--- src/rtl/as1802_mem_arbiter.sv ---
// as1802_mem_arbiter
//   Shares one asynchronous-read RAM port between an 1802-style CPU bus and a
//   single-beat DMA requester. The CPU has absolute, combinational priority.
//   A DMA access is captured on grant and is retried until it finds a cycle
//   in which the CPU does not hold a strobe. It is then acknowledged with a
//   one-cycle dma_ack pulse.
//
//   Optional feature: define AS1802_ARB_WPROT_EN to write-protect addresses
//   at and above PROTECT_BASE. A blocked write sets the sticky prot_err flag.
//   A blocked DMA write is still acknowledged.
//
// Ports
//   clk, rst          clock, asynchronous active-high reset
//   cpu_addr, cpu_tpa multiplexed address byte; tpa marks the high byte
//   cpu_mrd, cpu_mwr  active-low read / write strobes
//   cpu_dout, cpu_din CPU write data / CPU read data
//   dma_req, dma_we, dma_addr, dma_wdata   DMA request and its payload
//   dma_ack, dma_rdata                     completion pulse, read data
//   mem_addr, mem_wdata, mem_re, mem_we, mem_rdata   RAM port
//   prot_err          sticky write-protection violation flag
module as1802_mem_arbiter #(
    parameter logic [15:0] PROTECT_BASE = 16'hF000
) (
    input  logic        clk,
    input  logic        rst,
    input  logic [7:0]  cpu_addr,
    input  logic        cpu_tpa,
    input  logic        cpu_mrd,
    input  logic        cpu_mwr,
    input  logic [7:0]  cpu_dout,
    output logic [7:0]  cpu_din,
    input  logic        dma_req,
    input  logic        dma_we,
    input  logic [15:0] dma_addr,
    input  logic [7:0]  dma_wdata,
    output logic        dma_ack,
    output logic [7:0]  dma_rdata,
    output logic [15:0] mem_addr,
    output logic [7:0]  mem_wdata,
    output logic        mem_re,
    output logic        mem_we,
    input  logic [7:0]  mem_rdata,
    output logic        prot_err
);

`ifdef AS1802_ARB_WPROT_EN
    localparam bit WPROT_EN = 1'b1;
`else
    localparam bit WPROT_EN = 1'b0;
`endif

    typedef enum logic [1:0] {D_IDLE, D_ACC, D_DONE} dma_state_t;

    dma_state_t  state, state_nxt;
    logic [7:0]  hi_latch;
    logic        hi_hold;
    logic [15:0] dma_addr_q;
    logic        dma_we_q;
    logic [7:0]  dma_wdata_q;

    logic        cpu_own;
    logic [15:0] cpu_full_addr;
    logic        cpu_wr_blk;
    logic        dma_wr_blk;
    logic        grant;
    logic        dma_go;

    assign cpu_own       = ~cpu_mrd | ~cpu_mwr;
    assign cpu_full_addr = {hi_latch, cpu_addr};
    assign cpu_wr_blk    = WPROT_EN && (cpu_full_addr >= PROTECT_BASE);
    assign dma_wr_blk    = WPROT_EN && (dma_addr_q >= PROTECT_BASE);

    // cpu_din is gated so an idle CPU bus never sees stale RAM data
    assign cpu_din = cpu_mrd ? 8'h00 : mem_rdata;

    // Control state: high-address latch, hold flag, DMA FSM, DMA read data
    always_ff @(posedge clk or posedge rst) begin
        if (rst) begin
            hi_latch  <= 8'hFF;
            hi_hold   <= 1'b0;
            state     <= D_IDLE;
            dma_rdata <= 8'h00;
        end else begin
            if (cpu_tpa)
                hi_latch <= cpu_addr;
            // cpu_addr still shows the high byte in the cycle after tpa
            hi_hold <= cpu_tpa;
            state   <= state_nxt;
            if (dma_go && !dma_we_q)
                dma_rdata <= mem_rdata;
        end
    end

    // DMA payload is captured once at grant; dma_req may drop afterwards
    always_ff @(posedge clk) begin
        if (grant) begin
            dma_addr_q  <= dma_addr;
            dma_we_q    <= dma_we;
            dma_wdata_q <= dma_wdata;
        end
    end

    always_comb begin
        state_nxt = state;
        mem_addr  = 16'h0000;
        mem_wdata = 8'h00;
        mem_re    = 1'b0;
        mem_we    = 1'b0;
        dma_ack   = 1'b0;
        grant     = 1'b0;
        dma_go    = 1'b0;

        if (cpu_own) begin
            mem_addr  = cpu_full_addr;
            mem_wdata = cpu_dout;
            mem_re    = ~cpu_mrd & ~cpu_tpa & ~hi_hold;
            mem_we    = ~cpu_mwr & ~cpu_wr_blk;
        end

        case (state)
            D_IDLE: begin
                if (dma_req && cpu_mrd && cpu_mwr && !cpu_tpa) begin
                    grant     = 1'b1;
                    state_nxt = D_ACC;
                end
            end
            D_ACC: begin
                // a CPU strobe pre-empts the beat; stay here and retry
                if (!cpu_own) begin
                    dma_go    = 1'b1;
                    mem_addr  = dma_addr_q;
                    mem_wdata = dma_wdata_q;
                    mem_re    = ~dma_we_q;
                    mem_we    = dma_we_q & ~dma_wr_blk;
                    state_nxt = D_DONE;
                end
            end
            D_DONE: begin
                dma_ack   = 1'b1;
                state_nxt = D_IDLE;
            end
            default: state_nxt = D_IDLE;
        endcase
    end

`ifdef AS1802_ARB_WPROT_EN
    logic prot_set;
    assign prot_set = (cpu_own & ~cpu_mwr & cpu_wr_blk) |
                      (dma_go & dma_we_q & dma_wr_blk);

    always_ff @(posedge clk or posedge rst) begin
        if (rst)
            prot_err <= 1'b0;
        else if (prot_set)
            prot_err <= 1'b1;
    end
`else
    assign prot_err = 1'b0;
`endif

endmodule
--- config.mk ---
export PLATFORM = sky130hd
export DESIGN_NAME = as1802_mem_arbiter
export DESIGN_NICKNAME = d
export VERILOG_FILES = /design/src/rtl/as1802_mem_arbiter.sv
export SDC_FILE = /design/constraint.sdc
export NUM_CORES = 1
export LEC_CHECK = 0
export ABC_AREA = 1
export BUFFER_PORTS_ARGS = -buffer_cell sky130_fd_sc_hd__buf_2
export CORE_MARGIN = 10
export CORE_UTILIZATION = 37
export CTS_BUF_LIST = sky130_fd_sc_hd__clkbuf_4 sky130_fd_sc_hd__clkbuf_8
export CTS_CLUSTER_SIZE = 20
export DETAILED_ROUTE_END_ITERATION = 16
export GPL_TIMING_DRIVEN = 0
export PLACE_DENSITY_LB_ADDON = 0.25
export SLEW_MARGIN = 20
export SYNTH_ARGS = -nofsm -noshare
export SYNTH_HDL_FRONTEND = slang
export SYNTH_SLANG_ARGS = --single-unit
export TNS_END_PERCENT = 50
--- constraint.sdc ---
create_clock -name clk -period 4.15 [get_ports clk]
set_input_delay 0.6225 -clock clk [delete_from_list [all_inputs] [get_ports clk]]
set_output_delay 0.6225 -clock clk [all_outputs]
set_load 0.03 [all_outputs]
Yosys cells after proc, flatten, opt, wreduce, memory -nomap -nowiden --
Index checks and enable logic that the tools add are counted.
Cells by class: reductions and logical operators 8, add/subtract/negate cells 0, div/mod/pow operators 0, bitwise operators 8, muxes and demuxes 21, equal/unequal tests 4, $lt $le $gt $ge 0, shifts and indexed selects 0, multiply operators 0
Operators by type and width (number):
- $mux W16 | 3
- $mux W8 | 4
- $mux W1 | 11
- $not A1 Y1 | 5
- $logic_and A1 B1 Y1 | 4
- $mux W2 | 2
- $ne A2 B2 Y1 const B | 2
- $pmux W2 S2 | 1
- $and A1 B1 Y1 | 2
- $eq A2 B1 Y1 const B | 1
- $eq A2 B2 Y1 const B | 1
- $logic_not A1 Y1 | 2
- $logic_not A2 Y1 | 1
- $reduce_and A2 Y1 | 1
- $or A1 B1 Y1 | 1
Storage, ports and cells: logic and storage cells 48, bits in latches 0, bits in writable memories 0, ROM bits 0, register bits after elaboration 44, bits of input ports 55, memories kept 0

Depth between registers and ports, before layout --
Gate-level depths: netlist (run 1).
depth after elaboration 6, gate-level depth with buffers 6, mapped depth without buffers 5

Least setup slack after synthesis (run 1) --
Ideal clock, no wire load.
path type input port to output port, from in cpu_mrd, to out mem_we, arrival 1.534 ns, cell stages on the path 3, path buffers 1, path slack 1.994 ns, cells stage by stage buf_2 > nand2_1 > o21ai_0
On the way: longest elaborated chain between the ends 5
Ends and longest elaborated chain:
- from (decl) | RTL line 28 | input logic cpu_mrd,
- $not A1 Y1 * | RTL line 68 | assign cpu_own = ~cpu_mrd | ~cpu_mwr;
- $or A1 B1 Y1 * | RTL line 68
- $mux W1 | RTL line 113 | if (cpu_own) begin
- $mux W1 | RTL line 129 | if (!cpu_own) begin
- $mux W1 * | RTL line 120 | case (state)
- to (decl) | RTL line 41 | output logic mem_we,
Every way passes the cells marked *; elsewhere a longest branch is shown, timed or not.

Worst setup path in the final report (run 1) --
from in cpu_mwr, to out mem_addr[13]
On the way: longest elaborated chain between the ends 5
Ends and longest elaborated chain:
- from (decl) | RTL line 29 | input logic cpu_mwr,
- $not A1 Y1 * | RTL line 68
- $or A1 B1 Y1 * | RTL line 68
- $mux W16 | RTL line 113
- $mux W16 | RTL line 129
- $mux W16 * | RTL line 120
- to (decl) | RTL line 38 | output logic [15:0] mem_addr,
Marks and branches as above.

==> results.cfg, run 1 <==
[logic_synthesis]
synth_compound_area_frac = 0.0339
netlist_area_um2 = 1920
synth_cells = 205
synth-xor-area-share = 0
synth_adder_area_share = 0
synthTopCellsByArea = edfxtp_1 (39%), nand2_1 (18%), dfrtp_1 (14%), dfstp_2 (11%), inv_1 (3.9%)
muxShareOfSynthArea = 0
synth.avg_cell_area_um2 = 9.36
synth_top_family_by_area = simple AND/OR/NAND/NOR gates
seq_area_frac_synth = 0.644
synth_top_cell_area_share = 0.391
synth_cell_types = 17
synth_top_area_cell = edfxtp_1
ys_warn_count = 0
syn_nets = 260
synthSimpleGateAreaFrac = 0.247
ys_ff_latch = 44

[setup_path]
worstPathCellList = buf_2 -> nand2_2 -> buf_4 -> buf_2 -> nand2_1 -> nand2_1 -> buf_2
slowest_delay_ns = 0.24
path_depth = 7
cp-end-kind = output pin
crit_path_frequent_cell = buf_2
start_kind = primary input
critical_path.top_delay_family = buffers and inverters
worstPathRequired_ns = 3.53
worstRegToRegCells = 3
crit_buf_inv = 4
path_class = in2out
cp_slowest_cell = buf_2
crit_path_max_fanout = 10
crit_arrival_ns = 1.60

[clock_network]
clkTransAtPathRegs_ns = 0.08
clockRootBuffer = clkbuf_8
cts_tree = built
clock_sinks = 44
cts_buffers = 5
htreeDepth = 2
cts_setup_buffers = 0
cts_buffer_depth = 2
clk_latency_ns = 0.28
cts_resized = 0
holdBufCountCts = 0

[timing]
rsz0062_at_grt = no
finalSetupViolations = 0
drv_slew = 0
fmax_mhz = 450
period_needed_ns = 2.22
slew-limit-headroom = 0.319
worst_slew_pin_slew_ns = 1.02
final.period_utilization = 0.536
finClkSkew_ns = 0.00576
hold_viol_final = 0
setup_tns_ns = 0

[drt]
vias_per_cell = 4.22
drtIter0Drc = 64
ant_nets = 0
wl_um = 5060
drc = 0
wire_per_inst_um = 13.3
dr.pass1.iters = 4
num_vias = 1605

[grt]
gr-total-overflow = 0
grt_pass1_wl_um = 8050
antenna_found_initial = 0
busiest_layer = met2
grt_use_met3 = 0.0685
grt.total_usage = 0.118
grt_pass1_vias = 1636
grtUsageMet1 = 0.123
grt_use_met2 = 0.198
grt_max_degree = 26

[place]
dp_hpwl_um = 3930
dp_cells = 372
portBuffers = 97
gp_congestion = 0.776

[final_layout]
final_common_cell = buf_2
final_cell_mix = buf_2 (100), nand2_1 (93), edfxtp_1 (25)
nets = 364
seqCellArea_um2 = 1240
drive_gt1_frac = 0.400
fill_cells = 524
areaGrowthSynthToFinish_pct = 34.4
num_antenna_cells = 0
instances_no_fill = 380
multi_input_area_um2 = 543

[power]
vdd_ir_drop_max_mv = 0.200
p_leak_nw = 1.37
power_density_nw_per_um2 = 405

[job]
maxCapViolCount = 0

[die]
dieArea_um2 = 8460
initial_utilization = 0.378
core_um2 = 5070
die_w_um = 92
io_pins = 99
rows = 26
dieHeight_um = 92

[min_path]
hold_class = in2async

[outcome]
status = complete, no violations
## flip-flops by register name, summed over array words and instances, names as in the netlist
register and count:
state 2, dma_addr_q 16, hi_latch 8, dma_wdata_q 8
hi_hold 1, dma_rdata 8, dma_we_q 1
## synth_stat cells, drive strengths merged
| master | number |
|---|---|
| nand2 | 95 |
| edfxtp | 25 |
| inv | 20 |
| nor2 | 13 |
| o21ai | 13 |
| dfrtp | 11 |
| nand3 | 9 |
| buf | 8 |
| dfstp | 8 |
| clkinv | 1 |
| conb | 1 |
| nand4 | 1 |
## area by class of cell
type	instances	share of cell area
Clock inverter	1	0.00146
Multi-Input combinational cell	132	0.211
Buffer	8	0.0233
Tap cell	70	0.0340
Sequential cell	44	0.479
Timing Repair Buffer	97	0.188
Clock buffer	7	0.0325
Inverter	21	0.0306
## cells by family (layout without fill, tap and decap cells)
kind of cell           Yosys count  after routing
AO/OA/AOI/OAI                   13             13
buffers and inverters           29            134
flip-flops                      44             44
other                            1              1
AND/OR/NAND/NOR                118            118
## stage by stage
stage                     utilization  setup slack [ns]  hold slack [ns]  power [mW]  cell area, µm²
after floorplan                     -              1.99            0.442       0.699            1920
after global placement          0.491              1.76            0.450       0.790            2490
after detailed placement        0.491              1.76            0.454       0.795            2490
after CTS                       0.508              1.90            0.474        1.06            2580
after global routing            0.508              1.82            0.488        1.11            2580
final                           0.508              1.93            0.451        1.05            2580
## report_power, final
group | leakage [nW] | internal [mW] | switching [mW]
clock | 0.0467 | 0.130 | 0.134
combinational | 0.871 | 0.0783 | 0.181
sequential | 0.452 | 0.506 | 0.0157
## layer usage
layer / part of all wire / wire length [µm]
met1: 0.41 / 2060
met5: 0 / 0
met2: 0.47 / 2380
met3: 0.12 / 582
met4: 0.0075 / 38
## worst paths after layout
| kind | startpoint | to | slack (ns) |
|---|---|---|---|
| worst max-delay path | cpu_mwr | mem_addr[13] | 1.93 |
| worst min-delay path | rst | dma_rdata[6]$_DFFE_PP0P_ | 0.45 |
| worst max register to register | state[0]$_DFFE_PP0P_ | dma_addr_q[7]$_DFFE_PP_ | 2.35 |
| worst min register to register | dma_rdata[6]$_DFFE_PP0P_ | dma_rdata[6]$_DFFE_PP0P_ | 0.47 |
| max in group asynchronous | rst | hi_hold$_DFF_PP0_ | 3.23 |
| min in group clk | dma_rdata[6]$_DFFE_PP0P_ | dma_rdata[6]$_DFFE_PP0P_ | 0.47 |
No activity file was read; power rests on OpenSTA's default activity.
==> run 2, diff against run 1 <==
--- a/config.mk
+++ b/config.mk
@@ -5,7 +5,7 @@
 export SDC_FILE = /design/constraint.sdc
 export NUM_CORES = 1
 export LEC_CHECK = 0
-export ABC_AREA = 1
+export ABC_AREA = 0
 export BUFFER_PORTS_ARGS = -buffer_cell sky130_fd_sc_hd__buf_2
 export CORE_MARGIN = 10
 export CORE_UTILIZATION = 37
==> constraint.sdc (replaced) <==
create_clock -name clk -period 2.2 [get_ports clk]
set_input_delay 0.33 -clock clk [delete_from_list [all_inputs] [get_ports clk]]
set_output_delay 0.33 -clock clk [all_outputs]
set_load 0.03 [all_outputs]
==> run 2 against run 1 <==
Net effect:
- clock skew is 0.0032 ns lower
- sequential power increased by 91%
- critical endpoint is now mem_re
- register-to-register slack got worse by 2.2 ns
- worst setup slack got worse by 1.8 ns
- sequential share of layout area rose by 1.0 points
- clock power rose by 130%
==> results.cfg, run 2 <==
[logic_synthesis]
synth.avg_cell_area_um2 = 16.0
synth_cells = 114
synthTopCellsByArea = edfxtp_1 (41%), dfrtp_1 (15%), dfstp_2 (12%), a22o_1 (12%), mux2_2 (9.3%)
netlist_area_um2 = 1820
synth_most_common_cell = edfxtp_1
synth_ff_type = edfxtp_1
seq_area_frac_synth = 0.678
synth-edff-count = 25
ys_ff_latch = 44
syn_nets = 169
synth_cell_types = 22
synth_top_area_cell = edfxtp_1
yosys-top-cells-count = edfxtp_1 (25), a22o_1 (24), mux2_2 (15)
synth_top_cell_area_share = 0.412
async_flop_share = 0.432
ys_warn_count = 0

[setup_path]
critical_path.top_delay_family = simple AND/OR/NAND/NOR gates
worstPathRequired_ns = 1.87
cp-end-kind = output pin
slowest_delay_ns = 0.47
worstRegToRegCells = 2
reg2reg_from = state[0]$_DFFE_PP0P_
start_kind = register
setup.worst_path.start = state[1]$_DFFE_PP0P_
cp_slowest_cell = dfrtp_2
worstPathCellList = nand3b_4 -> nor3b_4 -> or2_2 -> buf_2
path_class = reg2out
crit_buf_inv = 1
rrSetupSlack_ns = 0.20
crit_arrival_ns = 1.76
crit_path_max_fanout = 9
r2r-end = dma_wdata_q[3]$_DFFE_PP_

[final_layout]
nets = 274
drive_gt1_frac = 0.632
areaGrowthSynthToFinish_pct = 38.5
fin_area_um2 = 2530
largest_reg_flops = 16
final_common_cell = buf_2
final_cell_mix = buf_2 (99), edfxtp_1 (25), a22o_1 (24)
num_antenna_cells = 0
top_register = dma_addr_q

[timing]
hold_viol_final = 0
drv_slew = 0
setup_slack_ns = 0.106
period_needed_ns = 2.09
rsz0062_at_grt = no
fmax_mhz = 477
finClkSkew_ns = 0.00259
worst_slew_pin_slew_ns = 0.750
final.period_utilization = 0.952
finalSetupViolations = 0
slew-limit-headroom = 0.499

[drt]
ant_nets = 0
drtIter0Drc = 50
wl_um = 4850
drc = 0
wire_per_inst_um = 16.9
num_vias = 1310
dr.pass1.iters = 4
vias_per_cell = 4.56

[grt]
grt_max_degree = 26
gr-total-overflow = 0
antenna_found_initial = 0
grt_pass1_wl_um = 7520
grt.total_usage = 0.115
grt_pass1_vias = 1453

[power]
p_leak_nw = 1.17
p_comb_frac = 0.243
swShare = 0.299
power_density_nw_per_um2 = 840
p_switching_uw = 636
clkPwrFrac = 0.289
p_int_mw = 1.49
vdd_ir_drop_max_mv = 0.438
total_power_mw = 2.12
power_frac_seq = 0.469

[die]
dieHeight_um = 90.2
dieArea_um2 = 8140
die_w_um = 90.2
initial_utilization = 0.384
core_um2 = 4750
rows = 25
io_pins = 99

[clock_network]
clock_sinks = 44
clkTransAtPathRegs_ns = 0.08
htreeDepth = 2
cts_buffers = 5
cts_buffer_depth = 2
clockRootBuffer = clkbuf_8
clk_latency_ns = 0.29
cts_tree = built

[min_path]
hold_class = in2async

[outcome]
status = complete, no violations

[place]
portBuffers = 97
dp_hpwl_um = 3740
placed_cell_area_um2 = 2400
pre_cts_ws_ns = -0.191
gp_congestion = 0.692

[job]
maxCapViolCount = 0
==> run 2: what timing repair did <==
item / CTS / global route
endpoints found under the setup margin: 19 / 20
buffers inserted: 0 / 1
hold buffers: 0 / 0
pin swaps: 0 / 1
gates resized for setup: 1 / 1
==> run 2: worst max path at each step <==
stage                                    end  slack [ns]  cells past startpoint
detailed placement  dma_addr_q[10]$_DFFE_PP_       -0.19                      4
global placement     dma_addr_q[0]$_DFFE_PP_       -0.54                      4
finish                                mem_re        0.11                      4
CTS                             mem_addr[13]        0.02                      4
global route                          mem_re        0.02                      4
floorplan            dma_addr_q[0]$_DFFE_PP_        0.01                      3
==> run 2: through the flow <==
| stage | std cells | setup TNS (ns) | hold WS, ns | utilization |
|---|---|---|---|---|
| 3_5_place_dp | 278 | -4.75 | 0.453 | 0.505 |
| 4_1_cts | 286 | 0 | 0.141 | 0.530 |
| 3_3_place_gp | 278 | -13.59 | 0.452 | 0.504 |
| 6_report | 287 | 0 | 0.142 | 0.532 |
| 2_1_floorplan | 114 | 0 | 0.275 | - |
| 5_1_grt | 287 | 0 | 0.142 | 0.532 |
==> run 2: power groups by stage <==
stage	clock network, mW	registers (mW)	logic, mW
global route	0.659	1.00	0.551
floorplan	0	1.11	0.244
finish	0.613	0.995	0.515
detailed placement	0	1.01	0.520
global placement	0	1.01	0.514
CTS	0.635	0.995	0.523
==> run 2: layer usage <==
layer / up-vias / global-route usage / share of wire
li1: 647 / - / -
met3: 3 / 0.0532 / 0.087
met4: 0 / 0.0385 / 0.0054
met1: 602 / 0.118 / 0.40
met2: 58 / 0.201 / 0.51
met5: - / 0 / 0
==> run 2: worst register-to-register path, delay by kind of cell (launching register included) <==
kind | cells | cell delay (ns)
DFF | 1 | 0.45
and+or+nand+nor | 2 | 1.17
==> run 2: final cells by class <==
class	count	area, µm²
flip-flops and latches	44	1240
fillers	435	2230
repair buffers	98	493
clock inverters	3	42.5
multi-input cells	61	558
well taps	67	83.8
inverters	2	7.51
clock buffers	5	68.8
plain buffers	7	36.3
==> run 2: kinds of logic (layout without fill, tap and decap cells) <==
logic type | count (synthesis) | after routing | share of synthesized area
simple gates | 18 | 18 | 0.0768
compound gates | 26 | 26 | 0.121
other cells | 1 | 1 | 0.00206
buf+inv | 9 | 115 | 0.0240
flops | 44 | 44 | 0.678
mux | 16 | 16 | 0.0988
